$ cat src/rtl/rr_arb_pkg.sv
// Shared types and constants for the round-robin decode arbiter.
package rr_arb_pkg;

    localparam int unsigned N_REQ = 8;
    localparam int unsigned IDX_W = 3;
    localparam logic [IDX_W-1:0] RST_IDX = 3'd7;

    typedef enum logic [1:0] {
        IDLE  = 2'd0,
        GRANT = 2'd1,
        GAP   = 2'd2
    } arb_state_e;

endpackage

$ cat src/rtl/rr_onehot_dec.sv
// Combinational 3-to-8 one-hot decode of the winner index.
module rr_onehot_dec
    import rr_arb_pkg::*;
(
    input  logic [IDX_W-1:0] idx_i,
    output logic [N_REQ-1:0] onehot_c_o
);

    always_comb begin
        onehot_c_o        = '0;
        onehot_c_o[idx_i] = 1'b1;
    end

endmodule

$ cat src/rtl/rr_decode_arbiter.sv
// Round-robin arbiter for 8 requesters with registered index and one-hot grant.
// Optional forced revocation after MAX_HOLD cycles when ARB_TIMEOUT_EN is defined.
module rr_decode_arbiter
    import rr_arb_pkg::*;
#(
    parameter int unsigned MAX_HOLD = 16
)
(
    input  logic             clk,
    input  logic             rst,
    input  logic             en,
    input  logic [N_REQ-1:0] req,
    output logic [N_REQ-1:0] gnt,
    output logic [IDX_W-1:0] gnt_idx,
    output logic             gnt_vld,
    output logic             timeout
);

    // Parameter legality.
    if ((MAX_HOLD < 2) || (MAX_HOLD > 256)) begin : g_bad_max_hold
        $error("MAX_HOLD out of range 2..256");
    end

    arb_state_e       state_q, state_d;
    logic [N_REQ-1:0] gnt_q, gnt_d;
    logic [IDX_W-1:0] idx_q, idx_d;
    logic             vld_q, vld_d;
    logic [IDX_W-1:0] last_q, last_d;

    logic [IDX_W-1:0] win_idx;
    logic             win_found;
    logic [N_REQ-1:0] win_onehot;

`ifdef ARB_TIMEOUT_EN
    localparam int unsigned       HOLD_W    = 8;
    localparam logic [HOLD_W-1:0] HOLD_LAST = HOLD_W'(MAX_HOLD - 1);

    logic [HOLD_W-1:0] hold_q, hold_d;
    logic              tmo_q, tmo_d;
`endif

    // Rotating-priority search starting just after the previous owner.
    always_comb begin
        win_idx   = last_q;
        win_found = 1'b0;
        for (int unsigned i = 1; i <= N_REQ; i++) begin
            if (!win_found && req[IDX_W'(last_q + IDX_W'(i))]) begin
                win_idx   = IDX_W'(last_q + IDX_W'(i));
                win_found = 1'b1;
            end
        end
    end

    rr_onehot_dec u_dec (
        .idx_i      (win_idx),
        .onehot_c_o (win_onehot)
    );

    always_comb begin
        state_d = state_q;
        gnt_d   = gnt_q;
        idx_d   = idx_q;
        vld_d   = vld_q;
        last_d  = last_q;
`ifdef ARB_TIMEOUT_EN
        hold_d  = hold_q;
        tmo_d   = tmo_q;
`endif
        case (state_q)
            IDLE: begin
                if (en && win_found) begin
                    state_d = GRANT;
                    gnt_d   = win_onehot;
                    idx_d   = win_idx;
                    vld_d   = 1'b1;
`ifdef ARB_TIMEOUT_EN
                    hold_d  = '0;
`endif
                end
            end
            GRANT: begin
                if (!req[idx_q]) begin
                    state_d = GAP;
                    gnt_d   = '0;
                    vld_d   = 1'b0;
                    last_d  = idx_q;
                end
`ifdef ARB_TIMEOUT_EN
                else if (hold_q == HOLD_LAST) begin
                    state_d = GAP;
                    gnt_d   = '0;
                    vld_d   = 1'b0;
                    tmo_d   = 1'b1;
                    last_d  = idx_q;
                end else if (hold_q != '1) begin
                    hold_d = hold_q + 8'd1;
                end
`endif
            end
            GAP: begin
                state_d = IDLE;
`ifdef ARB_TIMEOUT_EN
                tmo_d   = 1'b0;
`endif
            end
            default: state_d = IDLE;
        endcase
    end

    always_ff @(posedge clk or negedge rst) begin
        if (!rst) begin
            state_q <= IDLE;
            gnt_q   <= '0;
            idx_q   <= RST_IDX;
            vld_q   <= 1'b0;
            last_q  <= RST_IDX;
`ifdef ARB_TIMEOUT_EN
            hold_q  <= '0;
            tmo_q   <= 1'b0;
`endif
        end else begin
            state_q <= state_d;
            gnt_q   <= gnt_d;
            idx_q   <= idx_d;
            vld_q   <= vld_d;
            last_q  <= last_d;
`ifdef ARB_TIMEOUT_EN
            hold_q  <= hold_d;
            tmo_q   <= tmo_d;
`endif
        end
    end

    assign gnt     = gnt_q;
    assign gnt_idx = idx_q;
    assign gnt_vld = vld_q;
`ifdef ARB_TIMEOUT_EN
    assign timeout = tmo_q;
`else
    assign timeout = 1'b0;
`endif

endmodule

$ cat config.mk
export PLATFORM = sky130hd
export DESIGN_NAME = rr_decode_arbiter
export DESIGN_NICKNAME = d
export VERILOG_FILES = /design/src/rtl/rr_arb_pkg.sv /design/src/rtl/rr_onehot_dec.sv /design/src/rtl/rr_decode_arbiter.sv
export SDC_FILE = /design/constraint.sdc
export NUM_CORES = 1
export LEC_CHECK = 0
export CORE_MARGIN = 2
export CORE_UTILIZATION = 50
export DETAILED_ROUTE_END_ITERATION = 12
export PLACE_DENSITY = 0.79
export SETUP_SLACK_MARGIN = 0.1
export SLEW_MARGIN = 10
export SYNTH_ARGS = -nofsm -noshare
export SYNTH_HDL_FRONTEND = slang
export SYNTH_SLANG_ARGS = --single-unit
$ cat constraint.sdc
create_clock -name clk -period 3.5 [get_ports clk]
set_input_delay 0.7 -clock clk [delete_from_list [all_inputs] [get_ports clk]]
set_output_delay 0.7 -clock clk [all_outputs]
set_load 0.1 [all_outputs]
======== After elaboration in Yosys (flattened, before gate mapping) ========
Index checks and enable logic that the tools add are counted.
W data, S select, Z words.
operators by class
  add/subtract/negate cells ............... 7
  multipliers ............................. 0
  divide/modulo/power cells ............... 0
  order comparisons ....................... 11
  equality and inequality tests ........... 3
  shift operators ......................... 0
  multiplexer cells ....................... 45
  bitwise gates (word level) .............. 1
  reduce and logical (&&, ||, !) cells .... 22
operators by type and width
  kind                   count
  $lt A3 B4 Y1 const B   10
  $bmux W1 S3            9
  $mux W3                8
  $mux W1                20
  $mux W8                2
  $pmux W8 S2            1
  $add A3 B3 Y3 const B  4
  $logic_and A1 B1 Y1    9
  $logic_not A1 Y1       7
  $add A3 B2 Y3 const B  2
  $reduce_and A2 Y1      3
  $mux W2                2
  $ne A2 B2 Y1 const B   2
  $pmux W2 S2            1
  $add A3 B1 Y3 const B  1
  $demux W1 S3           1
  $ge A3 B1 Y1 const B   1
  $reduce_and A3 Y1      1
  $eq A2 B1 Y1 const B   1
  $logic_not A2 Y1       1
  $pmux W1 S2            1
  $reduce_bool A2 Y1     1
  $not A1 Y1             1
word-level totals
  register bits ........................... 17
  bits in latches ......................... 0
  bits in writable memories ............... 0
  memory bits (read-only) ................. 0
  output and inout bits ................... 13
  logic and storage cells ................. 94
  memories ................................ 0

======== Logic depth before layout (Yosys ltp) ========
  depth after elaboration ................. 31
  depth in mapped cells ................... 13

======== Modules after synthesis ========
A second synthesis with hierarchy kept.
second synthesis, totals
  cells, all modules ...................... 167
  area total of the unflattened synthesis .. 1695.4 um^2
by module, submodules not included
  module             times used  cells each  area an instance (um^2)
  rr_decode_arbiter  1           159         1630.3
  rr_onehot_dec      1           8           65.1

======== Worst setup path before layout ========
OpenSTA, ideal clock, no wires.
  kind .................................... register -> register
  start ................................... reg last_q[1]
  end ..................................... reg gnt_q[0], in the netlist gnt[0]
  library setup time ...................... 0.123 ns
  arrival time ............................ 3.733 ns
  required time ........................... 3.377 ns
  path slack .............................. -0.356 ns
  cell stages (with the launch flop) ...... 13
  path buffers ............................ 2
  clock period less this slack ............ 3.856 ns
  path through ............................ dfstp_2 > buf_2 > buf_1 > inv_1 > ha_1 > xor2_1 > mux4_2 > or3_4 > nor3b_4 > o21bai_1 > a21oi_1 > a221o_1 > a32o_1
on the way
  cells in the longest elaborated chain, start to end .. 31
RTL lines
  element                                                                    line                                              text
  start: declaration                                                         rr_decode_arbiter.sv:28                           logic [IDX_W-1:0] last_q, last_d;
  start signal: assignment                                                   rr_decode_arbiter.sv:126                          last_q <= last_d;
  $add A3 B1 Y3                                                              rr_decode_arbiter.sv:47, rr_decode_arbiter.sv:48
  $bmux W1 S3                                                                rr_decode_arbiter.sv:47                           if (!win_found && req[IDX_W'(last_q + IDX_W'(i))]) begin
  $mux W1 (implied by the code)                                              rr_decode_arbiter.sv:47
  $mux W1                                                                    rr_decode_arbiter.sv:47
  $logic_not A1 Y1                                                           rr_decode_arbiter.sv:47
  $logic_and A1 B1 Y1                                                        rr_decode_arbiter.sv:47
  $mux W1                                                                    rr_decode_arbiter.sv:47
  $logic_not A1 Y1                                                           rr_decode_arbiter.sv:47
  (+15 left out)                                                             n/a
  $logic_and A1 B1 Y1                                                        rr_decode_arbiter.sv:47
  $mux W3                                                                    rr_decode_arbiter.sv:47
  $lt A3 B4 Y1 (implied by the code) / $ge A3 B1 Y1 (equally long branches)  rr_onehot_dec.sv:11                               onehot_c_o[idx_i] = 1'b1;
  $logic_and A1 B1 Y1 (implied by the code)                                  rr_onehot_dec.sv:11
  $mux W1 (implied by the code)                                              rr_onehot_dec.sv:11
  $demux W1 S3                                                               n/a
  $mux W8                                                                    rr_decode_arbiter.sv:71                           if (en && win_found) begin
  $pmux W8 S2                                                                rr_decode_arbiter.sv:69                           case (state_q)
  end signal: assignment                                                     rr_decode_arbiter.sv:123                          gnt_q <= gnt_d;
  end: declaration                                                           rr_decode_arbiter.sv:25                           logic [N_REQ-1:0] gnt_q, gnt_d;
Several ways; a longest one is shown, not always the timed one. The select of a mux whose other input is x is not followed.
A chain may end at the register's enable or synchronous reset.

======== Worst setup path in the final report ========
  start ................................... in req[4]
  end ..................................... reg gnt_q[4], in the netlist gnt[4]
on the way
  cells in the longest elaborated chain, start to end .. 30
RTL lines
  element                                                                    line                     text
  start: declaration                                                         rr_decode_arbiter.sv:12  input logic [N_REQ-1:0] req,
  $bmux W1 S3                                                                rr_decode_arbiter.sv:47
  $mux W1 (implied by the code)                                              rr_decode_arbiter.sv:47
  $mux W1                                                                    rr_decode_arbiter.sv:47
  $logic_not A1 Y1                                                           rr_decode_arbiter.sv:47
  $logic_and A1 B1 Y1                                                        rr_decode_arbiter.sv:47
  $mux W1                                                                    rr_decode_arbiter.sv:47
  $logic_not A1 Y1                                                           rr_decode_arbiter.sv:47
  $logic_and A1 B1 Y1                                                        rr_decode_arbiter.sv:47
  (+14 left out)                                                             n/a
  $logic_and A1 B1 Y1                                                        rr_decode_arbiter.sv:47
  $mux W3                                                                    rr_decode_arbiter.sv:47
  $lt A3 B4 Y1 (implied by the code) / $ge A3 B1 Y1 (equally long branches)  rr_onehot_dec.sv:11
  $logic_and A1 B1 Y1 (implied by the code)                                  rr_onehot_dec.sv:11
  $mux W1 (implied by the code)                                              rr_onehot_dec.sv:11
  $demux W1 S3                                                               n/a
  $mux W8                                                                    rr_decode_arbiter.sv:71
  $pmux W8 S2                                                                rr_decode_arbiter.sv:69
Several ways; a longest one is shown, not always the timed one. The select of a mux whose other input is x is not followed.

==> impl_metrics.toml <==
[sta]
fin_crit_ns = 3.39
finalSetupTns_ns = 0
worst_clock_skew_ns = 0.00319
hold_viol_final = 0
min_period_over_period_pct = 96.9
max_freq_ghz = 0.295
worst_slack_ns = 0.110
slew_violations = 0
relSlewSlack_pct = 34.9
setup_viol = 0
tightest_slew_ns = 0.974
rsz0062_at_grt = "false"

[cts]
cts_tree = "built"
ctsHoldBuffers = 0
cts_setup_buffers = 0
cts_resized = 0
cts_buffer_depth = 2
cts.sinks = 17
numCtsBuffers = 3
clk_latency_ns = 0.29
clk_pin_slew_ns = 0.09
cts_root_buffer = "clkbuf_4"
htreeDepth = 1

[detailed_routing]
drt_iter0_markers = 152
wire_per_inst_um = 19.4
drt-total-wl_mm = 5.19
ant_nets = 0
first_pass_iters = 5
drc_errors = 0
num_vias = 1719
via_per_inst = 6.44

[worst_setup_path]
start_kind = "input pin"
regToRegSetupSlack_ns = 0.19
cp-endpoint = "gnt[4]"
worst_setup_path_end_kind = "register"
r2r_start = "last_q[0]"
r2r_cells = 9
cp.required_ns = 3.68
worstPathArrival_ns = 3.57
r2r-end = "gnt[4]"
crit_path_start = "req[4]"
crit_type = "input pin to register"
crit_fanout = 6

[yosys]
netlist.area_leader.share_pct = 19.5
synth-seq-cells = 17
syn_avg_cell_area_um2 = 9.98
synth-edff-count = 0
synth_flop_cell = "dfrtp_1"
synthTopCellsByArea = "mux4_2 19%, dfrtp_1 16%, dfstp_2 9.1%, mux2i_1 5.2%, nand2_1 4.5%"
netlist_area_um2 = 1740
ys_warn_count = 0
yosys-top-cells-count = "21 x nand2_1, 15 x mux4_2, 11 x dfrtp_1"
synth_fp_nets = 187
synth_cell_types = 49
seq_area_frac_synth_pct = 24.9
synth_largest_area_cell = "mux4_2"
synth_most_common_cell = "nand2_1"
netlist_instances = 174
async_reset_ff_share_pct = 100

[cells_and_area]
final_nets = 235
fill_cells = 258
post-route-util_pct = 67.6
antenna_cells = 0
area_delta_synth_final_pct = 30.0
drive_above_1_share_pct = 34.4

[worst_hold_path]
min_path_type = "register to register"

[run]
drv_cap = 0

[global_routing]
grt.overflow.total = 0
grt_max_degree = 20
grt_pass1_vias = 1702
grt_pass1_wl_mm = 8.20
antenna_found_initial = 0
gr-usage-all-layers_pct = 26.1

[die]
row_count = 21
chipWidth_um = 62.9
dieHeight_um = 62.9
io-pin-count = 24
core_um2 = 3340
dieArea_um2 = 3960
initial_utilization_pct = 52.0

[outcome]
outcome = "completed"

[place]
pre_cts_ws_ns = -0.0926
place_congestion = 0.913
dp_hpwl_mm = 3.84
io_buffers = 22
## state kept, by name, indices dropped and copies added, names as in the netlist
name / cells
state_q: 2
gnt_vld: 1
gnt_idx: 3
gnt: 8
last_q: 3
## layout make-up
cell class,instances,area (µm²),area share (%)
multi-input cells,140,1270,56.2
repair buffers,53,445,19.7
flip-flops and latches,17,433,19.2
well taps,46,57.6,2.55
clock buffers,4,26.3,1.16
inverters,7,26.3,1.16
## kinds of logic (layout without fill, tap and decap cells)
family,count (synthesis),count (layout),synth area share (%)
compound gates,47,47,19.3
xor+xnor,7,7,3.53
fa+ha+maj,2,2,1.44
buf+inv,17,64,4.54
flops,17,17,24.9
mux,30,30,28.5
other cells,1,1,0.216
simple gates,53,53,17.5
## layer usage
layer / wire, µm / part of all wire (%) / track usage (%)
met5: 0 / 0 / 0
met4: 244 / 4.7 / 9.72
met3: 432 / 8.3 / 3.78
met2: 2500 / 48 / 43.4
met1: 2020 / 39 / 34.4
## through the flow
step | hold WS (ns) | area, µm² | instances
global placement | 0.462 | 2200 | 263
floorplan | 0.404 | 1760 | 174
finish | 0.491 | 2260 | 267
detailed placement | 0.467 | 2200 | 263
global route | 0.515 | 2260 | 267
CTS | 0.488 | 2220 | 267
## cell usage in the layout, fill, tap and decap left out, types with 2 or more instances in the layout
cell,Yosys,layout
buf_4,1,34
nand2_1,21,21
clkdlybuf4s50_1,0,19
mux4_2,15,15
dfrtp_1,11,11
nor2_1,10,10
o21ai_0,9,9
mux2i_1,9,8
a21oi_1,8,8
o21ai_1,8,8
a32o_1,6,6
dfstp_2,6,6
inv_1,5,5
mux2_2,5,5
xnor2_1,5,5
nand3_1,4,4
nand3b_1,4,4
o211ai_1,3,3
nor2b_1,3,3
clkbuf_4,0,3
nor3_1,2,2
o21bai_1,2,2
nand2b_1,2,2
## how the worst min path moves through the flow
stage                 to  slack [ns]  startpoint  cells past startpoint
2_1_floorplan     gnt[0]        0.40         rst                      0
3_3_place_gp   last_q[2]        0.46  gnt_idx[2]                      2
3_5_place_dp   last_q[2]        0.47  gnt_idx[2]                      2
4_1_cts        last_q[2]        0.49  gnt_idx[2]                      2
5_1_grt        last_q[2]        0.52  gnt_idx[2]                      2
6_report       last_q[2]        0.49  gnt_idx[2]                      2
## critical path, cell delays in order
cell             delay (ns)
clkdlybuf4s50_1        0.53
mux2_1                 0.38
mux4_2                 0.49
or3_4                  0.37
nand3b_4               0.20
o21bai_1               0.16
a21oi_1                0.08
a221o_1                0.37
a32o_1                 0.27
Power is left out: the tool's default activity adds up to more than one toggle a clock period on the data nets, which glitch-free logic cannot reach.
